## src/rtl/pipeline_pkg.sv

```systemverilog
// Shared pipeline types: ALU opcode encoding, register-index constants and the
// ID/EX held-instruction payload.
package pipeline_pkg;

  localparam int unsigned XLEN  = 32;
  localparam int unsigned REG_W = 5;
  localparam int unsigned OP_W  = 4;

  localparam logic [REG_W-1:0] REG_ZERO = REG_W'(0);

  typedef enum logic [OP_W-1:0] {
    ALU_ADD  = 4'b0000,
    ALU_SLL  = 4'b0001,
    ALU_SLT  = 4'b0010,
    ALU_SLTU = 4'b0011,
    ALU_XOR  = 4'b0100,
    ALU_SRL  = 4'b0101,
    ALU_OR   = 4'b0110,
    ALU_AND  = 4'b0111,
    ALU_SUB  = 4'b1000,
    ALU_SRA  = 4'b1101
  } alu_op_e;

  // Decoded instruction as held between decode and execute.
  typedef struct packed {
    logic             valid;
    logic [XLEN-1:0]  pc;
    logic [XLEN-1:0]  imm;
    logic [XLEN-1:0]  rs1_data;
    logic [XLEN-1:0]  rs2_data;
    logic [REG_W-1:0] rs1_addr;
    logic [REG_W-1:0] rs2_addr;
    logic [REG_W-1:0] rd_addr;
    alu_op_e          alu_op;
    logic             op_a_sel;
    logic             op_b_sel;
    logic             rd_wren;
    logic             mem_rden;
  } id_ex_t;

endpackage

```

## src/rtl/fwd_mux.sv

```systemverilog
// Two-source priority forward selector for one register operand.
// Ports: src_addr/rf_data    - operand index and register-file read data
//        mem_*               - MEM-stage write-back candidate (higher priority)
//        wb_*                - WB-stage write-back candidate
//        data_c              - resolved operand (combinational)
module fwd_mux
  import pipeline_pkg::*;
#(
  parameter int unsigned XLEN = pipeline_pkg::XLEN
) (
  input  logic [REG_W-1:0] src_addr,
  input  logic [XLEN-1:0]  rf_data,
  input  logic [REG_W-1:0] mem_addr,
  input  logic             mem_wren,
  input  logic [XLEN-1:0]  mem_data,
  input  logic [REG_W-1:0] wb_addr,
  input  logic             wb_wren,
  input  logic [XLEN-1:0]  wb_data,
  output logic [XLEN-1:0]  data_c
);

  // x0 is hard-wired, so it never takes a forwarded value; the youngest
  // producer (MEM) wins over WB.
  always_comb begin
    data_c = rf_data;
    if (src_addr != REG_ZERO) begin
      if (mem_wren && (mem_addr == src_addr)) begin
        data_c = mem_data;
      end else if (wb_wren && (wb_addr == src_addr)) begin
        data_c = wb_data;
      end
    end
  end

endmodule

```

## src/rtl/id_ex_stage.sv

```systemverilog
// Decode-to-execute pipeline register. Holds the decoded instruction, resolves
// operand forwarding from MEM/WB, inserts a bubble on load-use hazards and
// discards the instruction on branch flush. Operands drive the ALU directly.
// Ports: clk_i/rst_i (sync, active-high); valid_i/ready_o/flush_i handshake;
//        decoded fields *_i; MEM/WB forward sources; held fields *_o;
//        stall_cnt_o/flush_cnt_o saturating event counters.
// XLEN must equal pipeline_pkg::XLEN, which sizes the held payload.
module id_ex_stage
  import pipeline_pkg::*;
#(
  parameter int unsigned XLEN  = pipeline_pkg::XLEN,
  parameter int unsigned CNT_W = 16
) (
  input  logic              clk_i,
  input  logic              rst_i,
  input  logic              valid_i,
  output logic              ready_o,
  input  logic              flush_i,
  input  logic [XLEN-1:0]   pc_i,
  input  logic [XLEN-1:0]   imm_i,
  input  logic [XLEN-1:0]   rs1_data_i,
  input  logic [XLEN-1:0]   rs2_data_i,
  input  logic [REG_W-1:0]  rs1_addr_i,
  input  logic [REG_W-1:0]  rs2_addr_i,
  input  logic [REG_W-1:0]  rd_addr_i,
  input  logic [OP_W-1:0]   alu_op_i,
  input  logic              op_a_sel_i,
  input  logic              op_b_sel_i,
  input  logic              rd_wren_i,
  input  logic              mem_rden_i,
  input  logic [REG_W-1:0]  mem_rd_addr_i,
  input  logic              mem_rd_wren_i,
  input  logic [XLEN-1:0]   mem_data_i,
  input  logic [REG_W-1:0]  wb_rd_addr_i,
  input  logic              wb_rd_wren_i,
  input  logic [XLEN-1:0]   wb_data_i,
  output logic              valid_o,
  output logic [XLEN-1:0]   openrand_a_o,
  output logic [XLEN-1:0]   openrand_b_o,
  output logic [OP_W-1:0]   alu_op_o,
  output logic [XLEN-1:0]   store_data_o,
  output logic [XLEN-1:0]   pc_o,
  output logic [REG_W-1:0]  rd_addr_o,
  output logic              rd_wren_o,
  output logic              mem_rden_o,
  output logic [CNT_W-1:0]  stall_cnt_o,
  output logic [CNT_W-1:0]  flush_cnt_o
);

  id_ex_t           hold_q;
  id_ex_t           hold_in;
  logic             hazard_c;
  logic [CNT_W-1:0] stall_cnt_q;
  logic [CNT_W-1:0] flush_cnt_q;
  logic [XLEN-1:0]  fwd_rs1;
  logic [XLEN-1:0]  fwd_rs2;

  // Load-use: the held load's result is not ready until it reaches MEM.
  // Both source indices are compared even if the consumer ignores one.
  always_comb begin
    hazard_c = hold_q.valid && hold_q.mem_rden && (hold_q.rd_addr != REG_ZERO) &&
               valid_i && ((rs1_addr_i == hold_q.rd_addr) || (rs2_addr_i == hold_q.rd_addr));
  end

  assign ready_o = ~hazard_c;

  // Pack the incoming decode fields.
  always_comb begin
    hold_in          = '0;
    hold_in.valid    = valid_i;
    hold_in.pc       = pc_i;
    hold_in.imm      = imm_i;
    hold_in.rs1_data = rs1_data_i;
    hold_in.rs2_data = rs2_data_i;
    hold_in.rs1_addr = rs1_addr_i;
    hold_in.rs2_addr = rs2_addr_i;
    hold_in.rd_addr  = rd_addr_i;
    hold_in.alu_op   = alu_op_e'(alu_op_i);
    hold_in.op_a_sel = op_a_sel_i;
    hold_in.op_b_sel = op_b_sel_i;
    hold_in.rd_wren  = rd_wren_i;
    hold_in.mem_rden = mem_rden_i;
  end

  // Held instruction: reset > flush > bubble > load.
  always_ff @(posedge clk_i) begin
    if (rst_i) begin
      hold_q <= '0;
    end else if (flush_i || hazard_c) begin
      hold_q.valid <= 1'b0;
    end else begin
      hold_q <= hold_in;
    end
  end

  // Event counters saturate at all-ones; flush suppresses the stall count.
  always_ff @(posedge clk_i) begin
    if (rst_i) begin
      stall_cnt_q <= '0;
      flush_cnt_q <= '0;
    end else if (flush_i) begin
      if (flush_cnt_q != '1) flush_cnt_q <= flush_cnt_q + CNT_W'(1);
    end else if (hazard_c) begin
      if (stall_cnt_q != '1) stall_cnt_q <= stall_cnt_q + CNT_W'(1);
    end
  end

  fwd_mux #(.XLEN(XLEN)) u_fwd_rs1 (
    .src_addr (hold_q.rs1_addr),
    .rf_data  (hold_q.rs1_data),
    .mem_addr (mem_rd_addr_i),
    .mem_wren (mem_rd_wren_i),
    .mem_data (mem_data_i),
    .wb_addr  (wb_rd_addr_i),
    .wb_wren  (wb_rd_wren_i),
    .wb_data  (wb_data_i),
    .data_c   (fwd_rs1)
  );

  fwd_mux #(.XLEN(XLEN)) u_fwd_rs2 (
    .src_addr (hold_q.rs2_addr),
    .rf_data  (hold_q.rs2_data),
    .mem_addr (mem_rd_addr_i),
    .mem_wren (mem_rd_wren_i),
    .mem_data (mem_data_i),
    .wb_addr  (wb_rd_addr_i),
    .wb_wren  (wb_rd_wren_i),
    .wb_data  (wb_data_i),
    .data_c   (fwd_rs2)
  );

  // ALU-facing outputs; control side effects are masked for bubbles.
  assign valid_o      = hold_q.valid;
  assign openrand_a_o = hold_q.op_a_sel ? hold_q.pc  : fwd_rs1;
  assign openrand_b_o = hold_q.op_b_sel ? hold_q.imm : fwd_rs2;
  assign store_data_o = fwd_rs2;
  assign alu_op_o     = hold_q.valid ? OP_W'(hold_q.alu_op) : OP_W'(ALU_ADD);
  assign pc_o         = hold_q.pc;
  assign rd_addr_o    = hold_q.rd_addr;
  assign rd_wren_o    = hold_q.valid & hold_q.rd_wren;
  assign mem_rden_o   = hold_q.valid & hold_q.mem_rden;
  assign stall_cnt_o  = stall_cnt_q;
  assign flush_cnt_o  = flush_cnt_q;

endmodule

```

## config.mk

```make
export PLATFORM = sky130hd
export DESIGN_NAME = id_ex_stage
export DESIGN_NICKNAME = d
export VERILOG_FILES = /design/src/rtl/pipeline_pkg.sv /design/src/rtl/fwd_mux.sv /design/src/rtl/id_ex_stage.sv
export SDC_FILE = /design/constraint.sdc
export NUM_CORES = 1
export LEC_CHECK = 0
export CAP_MARGIN = 25
export CORE_UTILIZATION = 39
export DETAILED_ROUTE_END_ITERATION = 10
export GPL_TIMING_DRIVEN = 0
export PLACE_DENSITY = 0.79
export SETUP_SLACK_MARGIN = 0.15
export SLEW_MARGIN = 25
export SYNTH_ARGS = -nofsm -noshare
export SYNTH_HDL_FRONTEND = slang
export SYNTH_SLANG_ARGS = --single-unit
```

## constraint.sdc

```tcl
create_clock -name clk_i -period 2.5 [get_ports clk_i]
set_input_delay 0.5 -clock clk_i [delete_from_list [all_inputs] [get_ports clk_i]]
set_output_delay 0.5 -clock clk_i [all_outputs]
set_load 0.01 [all_outputs]
```

# ---- Yosys cells after proc, flatten, opt, wreduce, memory -nomap -nowiden
# Index checks and enable logic that the tools add are counted.
dict set report totals {
  output_inout_bits 173
  register_bits 184
  wordCells 54
}
dict set report op_classes {
  n_bitwise 4
  reduce_logical 16
  eq_ne 8
  add_sub_neg 2
  mux 9
}
# operator n
set ops {}
lappend ops {{$mux W32} 8}
lappend ops {{$add A16 B1 Y16 const B} 2}
lappend ops {{$ne A16 B16 Y1 const B} 2}
lappend ops {{$eq A5 B5 Y1} 6}
lappend ops {{$reduce_bool A5 Y1} 3}
lappend ops {{$logic_and A1 B1 Y1} 8}
lappend ops {{$mux W4} 1}
lappend ops {{$reduce_and A3 Y1} 1}
lappend ops {{$and A1 B1 Y1} 2}
lappend ops {{$logic_or A1 B1 Y1} 2}
lappend ops {{$not A1 Y1} 2}
lappend ops {{$reduce_and A2 Y1} 1}
lappend ops {{$reduce_or A2 Y1} 1}

# ---- Longest topological paths before layout
dict set report logic_depth {
  word_depth 6
  ltp_mapped 9
}

# ---- Cells and area by module
# A second synthesis with hierarchy kept.
dict set report hier_totals {
  hier_cells 996
  area_unflattened_um2 9874.5
}
# module cells_each seq_area_each_um2 area_per_inst_um2 n_inst
set by_module_without_submodules {}
lappend by_module_without_submodules {id_ex_stage 800 3683.5 8030.2 1}
lappend by_module_without_submodules {fwd_mux 98 0.0 922.1 2}

# ---- Least setup slack after synthesis
# No wires, ideal clock.
dict set report synth_path {
  path_type {reg-to-output}
  start {reg hold_q[13] (netlist name)}
  end {out openrand_b_o[22]}
  path_buffers 1
  arrival_time_ps 2033
  slack_ps -33
  t_required_ps 2000
  path_stages_with_launch 8
  path_cell_list {dfxtp_1 > or4_1 > nor2_1 > nor3_1 > or2_1 > buf_2 > o21ai_1 > mux2_2}
}
dict set report synth_between {
  elab_chain_len 6
  elab_cells_between_ends 9
  cone_classes {eq/ne: 2; mux: 4; reduce/logical: 3}
}
# element line
set synth_rtl {}
lappend synth_rtl {{start, declared} id_ex_stage.sv:50} ;# id_ex_t hold_q;
lappend synth_rtl {{start signal, assigned} id_ex_stage.sv:92} ;# hold_q <= hold_in;
lappend synth_rtl {{$eq A5 B5 Y1} fwd_mux.sv:29} ;# end else if (wb_wren && (wb_addr == src_addr)) begin
lappend synth_rtl {{$logic_and A1 B1 Y1} fwd_mux.sv:29}
lappend synth_rtl {{$mux W32} fwd_mux.sv:29}
lappend synth_rtl {{$mux W32} fwd_mux.sv:27} ;# if (mem_wren && (mem_addr == src_addr)) begin
lappend synth_rtl {{$mux W32 *} fwd_mux.sv:26} ;# if (src_addr != REG_ZERO) begin
lappend synth_rtl {{named net store_data_o[22]} id_ex_stage.sv:41} ;# output logic [XLEN-1:0] store_data_o,
lappend synth_rtl {{$mux W32 *} id_ex_stage.sv:135} ;# assign openrand_b_o = hold_q.op_b_sel ? hold_q.imm : fwd_rs2;
lappend synth_rtl {{end, declared} id_ex_stage.sv:39} ;# output logic [XLEN-1:0] openrand_b_o,
# The timed path passes the listed nets; every way through them passes the cells marked *.

# ---- Final worst setup path
dict set report layout_path {
  start {reg hold_q[13] (netlist name)}
  end {out openrand_b_o[28]}
}
dict set report layout_between {
  elab_chain_len 6
  elab_cells_between_ends 9
  cone_classes {eq/ne: 2; mux: 4; reduce/logical: 3}
}
# element line
set layout_rtl {}
lappend layout_rtl {{$eq A5 B5 Y1} fwd_mux.sv:29}
lappend layout_rtl {{$logic_and A1 B1 Y1} fwd_mux.sv:29}
lappend layout_rtl {{$mux W32} fwd_mux.sv:29}
lappend layout_rtl {{$mux W32} fwd_mux.sv:27}
lappend layout_rtl {{$mux W32 *} fwd_mux.sv:26}
lappend layout_rtl {{$mux W32 *} id_ex_stage.sv:135}
# Every way passes the cells marked *; elsewhere a longest branch is shown, timed or not.

==> results.yml <==
power:
  ir_drop_mv: 0.432
  p_comb_share_pct: 26.1
  clock_power_share_pct: 34.6
  power_switching_share_pct: 29.2
  powerDensity_nw_per_um2: 460
  intPower_uw: 5740
  power.leakage_uw: 0.00709
  p_switching_uw: 2370
  sequentialPowerShare_pct: 39.3
synth:
  async_flop_share_pct: 0
  yosysSeqAreaShare_pct: 38.3
  yosys_register_bits: 184
  syn_inst: 1020
  synth_common_cells: "mux2i_1 (246), dfxtp_1 (184), nor2_1 (173), buf_4 (45)"
  yosysTopAreaCellShare_pct: 38.3
  synth_ff_type: "dfxtp_1"
  yosysTopAreaCell: "dfxtp_1"
  ys_warn_count: 0
  yosysMostFrequentCell: "mux2i_1"
  syn_avg_cell_area_um2: 9.44
  syn-cell-area_um2: 9630
  synth_fp_nets: 1253
  synth-edff-count: 0
  ys_types: 48
  synth_area_leaders: "dfxtp_1 (38%), mux2i_1 (26%), nor2_1 (6.7%)"
worst_setup_path:
  timing.critical_path.buf_inv: 6
  r2r_end: "hold_q[71]$_SDFFE_PP0N_"
  cp-end-kind: "output pin"
  reg2reg_depth: 9
  crit_arrival_ps: 2740
  critPathKind: "register to output pin"
  r2r-start: "rd_addr_o[1]$_SDFFE_PP0N_"
  ff2ff_setup_slack_ps: 110
  crit_chain: "buf_6 -> buf_6 -> xor2_2 -> nor4_4 -> or2_4 -> buf_12 -> buf_12 -> o21ai_4 -> buf_6 -> mux2_4 -> buf_6"
  worst_ep_required_time_ps: 2000
  cp_top_family: "buffers and inverters"
  slowest_stage: "nor4_4"
  cpMostUsedCell: "buf_6"
  worstSetupStartpointType: "register"
  max_stage_delay_ps: 410
  critPathMaxFanout: 5
floorplan:
  initial_utilization_pct: 39.7
  die_w_um: 159
  dieHeight_um: 159
  pin_count: 404
  die_area_um2: 25300
  placementRows: 57
  core_um2: 24200
routing:
  wirelength_um: 41400
  drtAntennaViolNets: 0
  avgRoutedWirePerCell_um: 22.4
  drc_errors: 0
  vias_per_cell: 5.36
  vias: 9898
  dr.pass1.iters: 5
  first_iter_violations: 522
run_status:
  violations: "setup timing"
  status: "finished, violations left"
grt:
  grt_use_total_pct: 30.3
  grt_antenna_before_repair: 1
  grt_pass1_wl_um: 58100
  grt-ovfl-total: 0
  grt_pass1_vias: 9817
  grt_max_degree: 19
timing:
  hold_viol_final: 0
  timing.slew.headroom_pct: 35.1
  hold_ws_ps: 497
  tightest_slew_ps: 973
  drv_slew: 0
  setup_viol: 96
  fin_crit_ps: 3240
  setup_slack_ps: -736
  max_freq_ghz: 0.309
  timing.final.crit_share_pct: 129
  fin_setup_tns_ps: -56110
  finClkSkew_ps: 19.0
  rsz0062_at_grt: "yes"
clock_tree:
  cts_tree: "done"
  cts_hold_buf: 0
  cts-root-buf: "clkbuf_16"
  cts_max_level: 4
  clkSinkCount: 184
  cts_made_buffers: 17
  insertion_delay_ps: 440
  clkTransAtPathRegs_ps: 80
  cts_max_path_buffers: 2
finish:
  nFillCells: 1664
  stdcell_count: 1848
  post-route-util_pct: 72.7
  multiInputGateArea_um2: 6720
  drive_above_1_share_pct: 29.6
  layout.nets: 1743
  layout-area-overhead-vs-synth_pct: 83.2
  seq_area_um2: 3720
min_path:
  holdPathStages: 2
  min_from: "hold_q[5]$_SDFFE_PP0N_"
  holdPathEnd: "hold_q[5]$_SDFFE_PP0N_"
  hold_path.class: "register to register"
placement:
  dp_cells: 1746
  io_buffer_count: 402
  hpwl_um: 27900
  place.gp.congestion: 0.878
run:
  maxCapViolations: 0
-- timing repair --
item,4_1_cts,5_1_grt
pin swaps,48,24
hold endpoints to repair,0,0
setup buffers,33,19
resized for setup,588,149
cloned,9,9
setup endpoints to repair,180,224
-- state kept, by name, indices dropped and copies added, names as in the netlist --
register,count
flush_cnt_o,16
valid_o,1
hold_q,114
stall_cnt_o,16
pc_o,32
rd_addr_o,5
-- per-layer routing --
metal  vias up  track usage [%]  share of wire [%]
li1       4539                -                  -
met1      4803             35.7                 40
met2       461             54.1                 51
met3        95             5.76                6.1
met4         0             11.4                3.4
met5         -                0                  0
-- worst register-to-register path, stage by stage, from the launching register on --
cell       delay [ps]
dfxtp_4           350
or4_4             540
o211ai_4          240
inv_2             100
a21oi_2           140
buf_6             200
clkbuf_16         210
clkbuf_16         160
mux2i_1           230
nor2_1             80
-- metrics by stage --
stage / setup WS (ps) / total power (µW) / area, µm²
global route: -800 / 8350 / 17600
global placement: -1470 / 5000 / 14900
detailed placement: -1470 / 5030 / 14900
floorplan: 55.0 / 4090 / 10400
CTS: -743 / 7920 / 16800
finish: -736 / 8110 / 17600
-- worst max path at each step --
stage,from,to,slack (ps),depth (start not counted)
6_report,hold_q[13]$_SDFFE_PP0N_,openrand_b_o[28],-740,11
5_1_grt,hold_q[14]$_SDFFE_PP0N_,openrand_b_o[28],-800,11
4_1_cts,hold_q[20]$_SDFFE_PP0N_,openrand_a_o[23],-740,10
3_5_place_dp,wb_rd_addr_i[3],openrand_b_o[21],-1470,9
3_3_place_gp,wb_rd_addr_i[3],openrand_b_o[21],-1470,9
2_1_floorplan,mem_rd_addr_i[0],openrand_a_o[0],50,9
-- power by group through the flow --
stage	clock [µW]	sequential, µW	combinational (µW)
floorplan	0	3220	874
global placement	0	3240	1760
detailed placement	0	3250	1780
CTS	2820	3180	1930
global route	2940	3200	2210
finish	2810	3190	2110
-- kinds of logic after synthesis --
| group | share of synthesized area (%) |
|---|---|
| buffers and inverters | 8.46 |
| muxes | 29.3 |
| AOI/OAI and AO/OA | 7.48 |
| DFF | 38.3 |
| adders and majority gates | 0.260 |
| xor gates and xnor gates | 4.00 |
| and+or+nand+nor | 12.2 |
-- cell type report --
class	instances	area share, %
Multi-Input combinational cell	692	38.1
Timing Repair Buffer	472	28.2
Sequential cell	184	21.1
Buffer	104	6.11
Clock buffer	18	2.49
Tap cell	324	2.30
Clock inverter	14	0.858
Inverter	39	0.830
Antenna cell	1	0.0142
-- placed cells by master (no fill, tap or decap), drive strengths merged, types with 2 or more instances in the layout --
master / n
o21ai: 39
buf: 215
clkbuf: 74
and2: 8
xor2: 21
and4: 3
nor3: 4
o31ai: 8
a21oi: 16
nand2: 20
nand3: 12
or4: 10
xnor2: 23
clkinv: 2
clkinvlp: 2
inv: 48
dlygate4sd2: 9
o22ai: 2
dfxtp: 184
mux2i: 246
mux2: 32
a32oi: 32
a311oi: 2
clkdlybuf4s50: 295
nor2: 173
or2: 3
ha: 2
nand4: 8
or3: 6
and3: 7
nor4: 4
Power figures use the tool's default switching activity.
